$ cat config.mk
export PLATFORM = sky130hd
export DESIGN_NAME = rename_recovery_ctrl
export DESIGN_NICKNAME = d
export VERILOG_FILES = /design/src/rtl/rename_recovery_ctrl.sv
export SDC_FILE = /design/constraint.sdc
export NUM_CORES = 1
export LEC_CHECK = 0
export ABC_AREA = 0
export CELL_PAD_IN_SITES_DETAIL_PLACEMENT = 1
export CELL_PAD_IN_SITES_GLOBAL_PLACEMENT = 2
export CORE_MARGIN = 2
export CORE_UTILIZATION = 42
export CTS_CLUSTER_SIZE = 24
export DETAILED_ROUTE_END_ITERATION = 7
export DONT_BUFFER_PORTS = 1
export PLACE_DENSITY = 0.89
export RECOVER_POWER = 25
export SETUP_SLACK_MARGIN = 0.2
export SLEW_MARGIN = 20
export SYNTH_ARGS = -nofsm -noshare
export SYNTH_HDL_FRONTEND = slang
export SYNTH_SLANG_ARGS = --single-unit
$ cat constraint.sdc
create_clock -name CLK -period 3.8 [get_ports CLK]
set_clock_uncertainty 0.15 [all_clocks]
set_input_delay 0.76 -clock CLK [delete_from_list [all_inputs] [get_ports CLK]]
set_output_delay 0.76 -clock CLK [all_outputs]
set_load 0.01 [all_outputs]
$ cat src/rtl/rename_recovery_ctrl.sv
// Flush recovery sequencer: copies the committed RRAT into the FRAT, rebuilds the
// free list from tags the RRAT does not reference, and stalls rename meanwhile.
module rename_recovery_ctrl #(
    parameter int ARCH_REGS = 32,
    parameter int PHYS_REGS = 64,
    parameter int IDX_W     = 5,
    parameter int TAG_W     = 6
) (
    input  logic             CLK,
    input  logic             RESET,
    input  logic             flush_req,
    output logic [IDX_W-1:0] rrat_rd_idx,
    input  logic [TAG_W-1:0] rrat_rd_map,
    output logic             frat_wr_en,
    output logic [IDX_W-1:0] frat_wr_idx,
    output logic [TAG_W-1:0] frat_wr_map,
    output logic             fl_clear,
    output logic             fl_enque,
    output logic [TAG_W-1:0] fl_enque_data,
    output logic             busy_clear_all,
    output logic             halt_rename,
    output logic             recovery_done,
    output logic             map_dup_err
);

    localparam int CNT_W = TAG_W + 1;
    localparam logic [CNT_W-1:0] LAST_ARCH = CNT_W'(ARCH_REGS - 1);
    localparam logic [CNT_W-1:0] LAST_PHYS = CNT_W'(PHYS_REGS - 1);

    typedef enum logic [2:0] {
        ST_IDLE  = 3'd0,
        ST_CLEAR = 3'd1,
        ST_COPY  = 3'd2,
        ST_SCAN  = 3'd3,
        ST_DONE  = 3'd4
    } state_e;

    state_e                 state_q, state_d;
    logic [CNT_W-1:0]       cnt_q, cnt_d;
    logic [PHYS_REGS-1:0]   used_q, used_d;
    logic                   dup_q, dup_d;
    logic                   frat_en_q, frat_en_d;
    logic [IDX_W-1:0]       frat_idx_q, frat_idx_d;
    logic [TAG_W-1:0]       frat_map_q, frat_map_d;
    logic                   enq_q, enq_d;
    logic [TAG_W-1:0]       enq_data_q, enq_data_d;

    // Next-state, counter, used-set and registered-strobe computation
    always_comb begin
        state_d    = state_q;
        cnt_d      = cnt_q;
        used_d     = used_q;
        dup_d      = dup_q;
        frat_en_d  = 1'b0;
        frat_idx_d = '0;
        frat_map_d = '0;
        enq_d      = 1'b0;
        enq_data_d = '0;
        case (state_q)
            ST_IDLE: begin
                if (flush_req) begin
                    state_d = ST_CLEAR;
                end else begin
                    state_d = ST_IDLE;
                end
            end
            ST_CLEAR: begin
                used_d = '0;
                cnt_d  = '0;
                if (flush_req) begin
                    state_d = ST_CLEAR;
                end else begin
                    state_d = ST_COPY;
                end
            end
            ST_COPY: begin
                if (flush_req) begin
                    state_d = ST_CLEAR;
                end else begin
                    frat_en_d   = 1'b1;
                    frat_idx_d  = cnt_q[IDX_W-1:0];
                    frat_map_d  = rrat_rd_map;
                    used_d[rrat_rd_map] = 1'b1;
                    // A tag already claimed by a lower arch reg means the RRAT is corrupt
                    if (used_q[rrat_rd_map]) begin
                        dup_d = 1'b1;
                    end else begin
                        dup_d = dup_q;
                    end
                    if (cnt_q == LAST_ARCH) begin
                        cnt_d   = '0;
                        state_d = ST_SCAN;
                    end else begin
                        cnt_d   = cnt_q + CNT_W'(1);
                        state_d = ST_COPY;
                    end
                end
            end
            ST_SCAN: begin
                if (flush_req) begin
                    state_d = ST_CLEAR;
                end else begin
                    enq_d      = ~used_q[cnt_q[TAG_W-1:0]];
                    enq_data_d = cnt_q[TAG_W-1:0];
                    if (cnt_q == LAST_PHYS) begin
                        cnt_d   = '0;
                        state_d = ST_DONE;
                    end else begin
                        cnt_d   = cnt_q + CNT_W'(1);
                        state_d = ST_SCAN;
                    end
                end
            end
            ST_DONE: begin
                if (flush_req) begin
                    state_d = ST_CLEAR;
                end else begin
                    state_d = ST_IDLE;
                end
            end
            default: begin
                state_d = ST_IDLE;
            end
        endcase
        if (state_d == ST_CLEAR) begin
            dup_d = 1'b0;
        end else begin
            dup_d = dup_d;
        end
    end

    // State and registered-output update with synchronous reset
    always_ff @(posedge CLK) begin
        if (RESET) begin
            state_q    <= ST_IDLE;
            cnt_q      <= '0;
            used_q     <= '0;
            dup_q      <= 1'b0;
            frat_en_q  <= 1'b0;
            frat_idx_q <= '0;
            frat_map_q <= '0;
            enq_q      <= 1'b0;
            enq_data_q <= '0;
        end else begin
            state_q    <= state_d;
            cnt_q      <= cnt_d;
            used_q     <= used_d;
            dup_q      <= dup_d;
            frat_en_q  <= frat_en_d;
            frat_idx_q <= frat_idx_d;
            frat_map_q <= frat_map_d;
            enq_q      <= enq_d;
            enq_data_q <= enq_data_d;
        end
    end

    // State-decoded control outputs
    always_comb begin
        rrat_rd_idx    = '0;
        fl_clear       = 1'b0;
        busy_clear_all = 1'b0;
        recovery_done  = 1'b0;
        halt_rename    = 1'b1;
        case (state_q)
            ST_IDLE: begin
                halt_rename = 1'b0;
            end
            ST_CLEAR: begin
                fl_clear       = 1'b1;
                busy_clear_all = 1'b1;
            end
            ST_COPY: begin
                rrat_rd_idx = cnt_q[IDX_W-1:0];
            end
            ST_SCAN: begin
                halt_rename = 1'b1;
            end
            ST_DONE: begin
                recovery_done = 1'b1;
            end
            default: begin
                halt_rename = 1'b1;
            end
        endcase
    end

    assign frat_wr_en    = frat_en_q;
    assign frat_wr_idx   = frat_idx_q;
    assign frat_wr_map   = frat_map_q;
    assign fl_enque      = enq_q;
    assign fl_enque_data = enq_data_q;
    assign map_dup_err   = dup_q;

endmodule

==> results.py, run 1 <==
metrics = {
    "placement": {
        "place_congestion": 0.788,
        "dp_hpwl_mm": 8.91,
        "numPortBuffers": 0,
        "place_ws_ns": 1.20,
    },
    "floorplanning": {
        "core_area_um2": 10400,
        "ios": 38,
        "start_util_pct": 43.4,
        "rows": 37,
        "dieArea_um2": 11600,
        "die_h_um": 108,
        "chipWidth_um": 108,
    },
    "clock_tree": {
        "insertion_delay_ns": 0.37,
        "holdBufCountCts": 0,
        "ctsResizeCount": 0,
        "post_cts_buffers": 0,
        "clk_pin_slew_ns": 0.11,
        "numCtsBuffers": 9,
        "cts.sinks": 94,
        "ctsLongestPathBuffers": 2,
        "cts_tree": "yes",
        "ctsHtreeMaxLevel": 3,
        "cts-root-buf": "clkbuf_8",
    },
    "grt": {
        "grt_max_degree": 61,
        "grt_util_met1_pct": 30.2,
        "gr-usage-met3_pct": 5.69,
        "grt_busiest_layer": "met2",
        "use_met2_pct": 40.6,
        "grt_pass1_wl_mm": 21.1,
        "grt_overflow_total": 0,
        "antenna_found_initial": 0,
        "groute.usage.overall_pct": 23.9,
        "grt_pass1_vias": 3764,
    },
    "worst_setup_path": {
        "r2r_start": "cnt_q[1]",
        "r2r_end": "cnt_q[3]",
        "end_kind": "flip-flop",
        "path_class": "flip-flop to flip-flop",
        "rrSetupSlack_ns": 1.21,
        "crit_arrival_ns": 2.71,
        "start_kind": "flip-flop",
        "r2r_cells": 7,
        "required_ns": 3.92,
        "critPathMaxFanout": 23,
    },
    "timing": {
        "slew-limit-headroom_pct": 34.1,
        "finalSetupViolations": 0,
        "tightest_slew_ns": 0.986,
        "min_period_over_period_pct": 68.2,
        "finalHoldViolCount": 0,
        "period_needed_ns": 2.59,
        "hold_slack_ns": 0.291,
        "rsz0062_at_grt": "false",
        "slew_viol_final": 0,
        "fmax_mhz": 386,
        "final.setup.worst_slack_ns": 1.21,
        "finalSetupTns_ns": 0,
    },
    "worst_hold_path": {
        "hold_depth": 1,
        "holdPathEnd": "cnt_q[3]",
        "hold_start": "RESET",
        "hold_class": "input pin to flip-flop",
    },
    "synth": {
        "synth_seq_cells": 94,
        "synth-seq-area-share_pct": 41.8,
        "synth_ff_type": "dfxtp_1",
        "synth_cell_type_count": 54,
        "syn-mean-instance-area_um2": 9.08,
        "syn_area_um2": 4500,
        "synth-edff-count": 0,
        "syn_nets": 506,
        "async_reset_ff_share_pct": 0,
        "yosys_warnings": 0,
        "synth_cells": 496,
    },
    "power": {
        "p_leak_uw": 0.00166,
        "ir_drop_v": 0.000175,
        "p_per_area_nw_per_um2": 374,
    },
    "final_layout": {
        "fin_nets": 480,
        "area_delta_synth_final_pct": 4.78,
        "n_antenna_cell": 0,
        "layout_common_cells": "dfxtp_1, nor2_1, a21oi_1",
        "final_common_cell": "dfxtp_1",
        "drive_gt1_share_pct": 11.2,
    },
    "outcome": {
        "status": "complete, no violations",
    },
    "route": {
        "final_antenna_net_count": 0,
        "wirelength_mm": 13.2,
        "dr_total_vias": 3722,
        "drt_pass1_iterations": 5,
        "drcViolationCount": 0,
        "via_per_inst": 6.09,
        "wire_per_inst_um": 21.6,
        "drtIter0Drc": 190,
    },
    "job": {
        "maxCapViolations": 0,
    },
}
[registers in the layout, summed over array words and instances, names as in the netlist]
name and cells:
used_q 64, cnt_q 7, fl_enque_data 6, frat_wr_map 6, frat_wr_idx 5, state_q 3, fl_enque 1, frat_wr_en 1
map_dup_err 1
[stage by stage]
stage | cell area, um^2 | total power [uW] | utilization [%] | instances
CTS | 4720 | 1780 | 45.5 | 611
detailed placement | 4530 | 1130 | 43.7 | 595
floorplan | 4500 | 1120 | - | 496
finish | 4720 | 1770 | 45.5 | 611
global route | 4720 | 1840 | 45.5 | 611
global placement | 4530 | 1130 | 43.7 | 595
[how the worst max path moves through the flow]
stage | start | end | slack [ns]
floorplan | rrat_rd_map[0] | map_dup_err | 1.32
global placement | rrat_rd_map[0] | map_dup_err | 1.29
detailed placement | cnt_q[1] | cnt_q[3] | 1.20
CTS | cnt_q[1] | cnt_q[3] | 1.18
global route | cnt_q[1] | cnt_q[3] | 0.96
finish | cnt_q[1] | cnt_q[3] | 1.21
[report_power, final]
group | leakage (uW) | total [uW] | internal (uW) | switching, uW
Clock | 0.0000907 | 656 | 253 | 403
Combinational | 0.000808 | 113 | 35.6 | 77.5
Sequential | 0.000758 | 997 | 989 | 7.50
[cell families (layout without fill, tap and decap cells)]
| family | Yosys count | after routing | share of synthesized area [%] |
|---|---|---|---|
| flip-flops | 94 | 94 | 41.8 |
| XOR/XNOR | 1 | 1 | 0.195 |
| AO/OA/AOI/OAI | 120 | 120 | 17.0 |
| adder cells (fa/ha/maj) | 1 | 1 | 0.278 |
| multiplexers | 39 | 39 | 15.0 |
| buffers and inverters | 52 | 31 | 5.20 |
| AND/OR/NAND/NOR | 189 | 189 | 20.5 |
[area by class of cell]
class,count,area (um^2)
inverters,6,22.5
clock buffers,9,124
clock inverters,7,68.8
repair buffers,9,63.8
flip-flops and latches,94,1880
multi-input cells,350,2390
fillers,1220,5650
well taps,136,170
[synth_stat cells, types with 3 or more instances]
master | count | area, um^2
a21oi_1 | 50 | 250
a221oi_1 | 5 | 43.8
a22oi_1 | 4 | 30.0
a31oi_1 | 21 | 131
and2_1 | 19 | 119
and3_1 | 14 | 87.6
buf_2 | 10 | 50.1
buf_6 | 3 | 33.8
clkbuf_1 | 30 | 113
dfxtp_1 | 94 | 1880
inv_1 | 6 | 22.5
mux2_2 | 9 | 101
mux2i_1 | 9 | 90.1
mux4_1 | 3 | 78.8
mux4_2 | 18 | 405
nand2_1 | 18 | 67.6
nand2b_1 | 3 | 18.8
nand3_1 | 7 | 35.0
nand3b_1 | 5 | 37.5
nor2_1 | 84 | 315
nor2b_1 | 9 | 56.3
nor3_1 | 13 | 65.1
nor3b_1 | 7 | 52.6
o21a_1 | 4 | 30.0
o21ai_0 | 7 | 35.0
o21bai_1 | 3 | 22.5
o22ai_1 | 3 | 18.8
o311a_1 | 3 | 30.0
[metal layers]
metal / part of all wire, % / wire length [um]
met2: 50 / 6570
met1: 43 / 5620
met4: 1.4 / 179
met3: 6.3 / 835
met5: 0 / 0
[worst max-delay path: stages (launching register included)]
cell and delay (ns):
dfxtp_1 0.33, buf_4 0.32, ha_1 0.31, nand4_1 0.26, o31ai_1 0.74, nor2b_1 0.10, o21ai_0 0.20, a21oi_1 0.08
(Power assumes the default switching activity.)
==> inputs of run 2 (changes only) <==
--- a/config.mk
+++ b/config.mk
@@ -9,11 +9,11 @@
 export CELL_PAD_IN_SITES_DETAIL_PLACEMENT = 1
 export CELL_PAD_IN_SITES_GLOBAL_PLACEMENT = 2
 export CORE_MARGIN = 2
-export CORE_UTILIZATION = 42
+export CORE_UTILIZATION = 39
 export CTS_CLUSTER_SIZE = 24
 export DETAILED_ROUTE_END_ITERATION = 7
 export DONT_BUFFER_PORTS = 1
-export PLACE_DENSITY = 0.89
+export PLACE_DENSITY = 0.84
 export RECOVER_POWER = 25
 export SETUP_SLACK_MARGIN = 0.2
 export SLEW_MARGIN = 20
==> constraint.sdc (replaced) <==
create_clock -name CLK -period 2.39 [get_ports CLK]
set_clock_uncertainty 0.15 [all_clocks]
set_input_delay 0.478 -clock CLK [delete_from_list [all_inputs] [get_ports CLK]]
set_output_delay 0.478 -clock CLK [all_outputs]
set_load 0.01 [all_outputs]
==> results.py, run 2 (synthesis gave the netlist of run 1 again) <==
metrics = {
    "outcome": {
        "status": "complete, no violations",
    },
    "clock_tree": {
        "cts-root-buf": "clkbuf_16",
        "clk_pin_slew_ns": 0.07,
        "ctsLongestPathBuffers": 2,
        "cts.sinks": 94,
        "insertion_delay_ns": 0.35,
        "holdBufCountCts": 0,
        "numCtsBuffers": 9,
        "ctsHtreeMaxLevel": 3,
        "cts_tree": "yes",
    },
    "grt": {
        "antenna_found_initial": 0,
        "grt_pass1_vias": 3890,
        "grt_overflow_total": 0,
        "grt_pass1_wl_mm": 21.7,
        "grt_max_degree": 61,
        "groute.usage.overall_pct": 22.6,
    },
    "final_layout": {
        "finalInstanceArea_um2": 5020,
        "layout_common_cells": "dfxtp_1, nor2_1, a21oi_1",
        "fin_nets": 502,
        "final_common_cell": "dfxtp_1",
        "area_delta_synth_final_pct": 11.5,
        "largest_reg_flops": 64,
        "drive_gt1_share_pct": 15.9,
        "fillers": 1310,
        "regArea_um2": 1880,
        "regMostFlops": "used_q",
        "top_regs": "used_q: 64 flops, cnt_q: 7 flops",
        "stdcell_count": 640,
        "n_antenna_cell": 0,
        "multi_input_area_um2": 2380,
    },
    "worst_setup_path": {
        "crit_arrival_ns": 2.17,
        "critPathMostFrequentCell": "mux4_2",
        "end_kind": "flip-flop",
        "critPathMaxFanout": 18,
        "rrSetupSlack_ns": 0.35,
        "start_kind": "flip-flop",
        "cp-endpoint": "fl_enque",
        "critPathBufInv": 2,
        "path_depth": 6,
        "required_ns": 2.52,
        "r2r_cells": 6,
        "cp_slowest_cell": "mux4_2",
        "crit_family": "multiplexers",
        "cp_cell_sequence": "buf_12 -> mux4_2 -> mux4_2 -> inv_1 -> nand3_1 -> o221ai_1",
        "r2r_start": "cnt_q[0]",
        "r2r_end": "fl_enque",
        "max_stage_delay_ns": 0.52,
        "startpoint": "cnt_q[0]",
        "path_class": "flip-flop to flip-flop",
    },
    "timing": {
        "finalSetupViolations": 0,
        "finalHoldViolCount": 0,
        "finalSetupTns_ns": 0,
        "slew_viol_final": 0,
        "tightest_slew_ns": 0.742,
        "period_needed_ns": 2.04,
        "fmax_mhz": 490,
        "rsz0062_at_grt": "false",
        "min_period_over_period_pct": 85.4,
        "slew-limit-headroom_pct": 50.1,
    },
    "floorplanning": {
        "die_h_um": 111,
        "dieArea_um2": 12400,
        "core_area_um2": 11300,
        "chipWidth_um": 111,
        "ios": 38,
        "start_util_pct": 39.8,
        "rows": 39,
    },
    "power": {
        "p_leak_uw": 0.00182,
        "p_per_area_nw_per_um2": 634,
        "ir_drop_v": 0.000494,
    },
    "placement": {
        "dpl.cell_count": 623,
        "placed_cell_area_um2": 4720,
        "place_congestion": 0.844,
        "numPortBuffers": 0,
        "dp_hpwl_mm": 9.37,
    },
    "route": {
        "via_per_inst": 5.97,
        "dr_total_vias": 3823,
        "final_antenna_net_count": 0,
        "drt_pass1_iterations": 4,
        "wire_per_inst_um": 21.1,
        "drcViolationCount": 0,
        "wirelength_mm": 13.5,
        "drtIter0Drc": 291,
    },
    "job": {
        "maxCapViolations": 0,
    },
    "worst_hold_path": {
        "hold_class": "input pin to flip-flop",
    },
}
## run 2: cell types whose count changed in the layout (fill, tap and decap cells not counted), sizes merged
cell      before  now
clkinv         3    2
inv            8   11
clkinvlp       2    0
buf            8   30
## run 2: repair_timing
item                       CTS  global route
setup buffers                0             1
gates resized for setup      0             2
setup endpoints to repair    0             6
## run 2: layout make-up
| class | instances | area share (%) |
|---|---|---|
| Clock buffer | 9 | 4.49 |
| Clock inverter | 7 | 1.22 |
| Inverter | 6 | 0.449 |
| Multi-Input combinational cell | 350 | 47.5 |
| Sequential cell | 94 | 37.5 |
| Tap cell | 143 | 3.56 |
| Timing Repair Buffer | 31 | 5.31 |
## run 2: how the worst min path moves through the flow
stage | start | endpoint | slack, ns | cells after the start
global route | RESET | cnt_q[1] | 0.02 | 1
global placement | used_q[18] | used_q[18] | 0.31 | 2
floorplan | used_q[43] | used_q[43] | 0.30 | 2
finish | RESET | cnt_q[0] | 0.03 | 1
CTS | RESET | cnt_q[2] | 0.01 | 1
detailed placement | used_q[38] | used_q[38] | 0.32 | 1
## run 2: stage by stage
| step | hold WS (ns) | worst slack (ns) | utilization, % | total power, uW |
|---|---|---|---|---|
| 2_1_floorplan | 0.295 | 0.223 | - | 1790 |
| 3_3_place_gp | 0.314 | 0.287 | 41.7 | 1820 |
| 3_5_place_dp | 0.325 | 0.261 | 41.7 | 1830 |
| 4_1_cts | 0.0145 | 0.267 | 44.3 | 3230 |
| 5_1_grt | 0.0228 | 0.250 | 44.4 | 3310 |
| 6_report | 0.0317 | 0.349 | 44.4 | 3180 |
## run 2: metal layers
layer | share of wire, % | global-route usage, % | vias up
met1 | 43 | 28.9 | 1927
met3 | 5.3 | 4.46 | 17
met2 | 50 | 37.6 | 95
met5 | 0 | 0 | -
met4 | 1.2 | 9.22 | 0
li1 | - | - | 1784
## run 2: worst reg2reg max path: cells and delay by family (launching register included)
family	cells	cell delay, ns
AOI/OAI and AO/OA	1	0.07
DFF	1	0.38
and+or+nand+nor	1	0.07
buffers and inverters	2	0.27
muxes	2	1.03
## run 2: power by group
| part | internal [uW] | switching (uW) | leakage (uW) |
|---|---|---|---|
| clock | 727 | 666 | 0.000142 |
| combinational | 77.3 | 129 | 0.000924 |
| sequential | 1570 | 10.3 | 0.000758 |
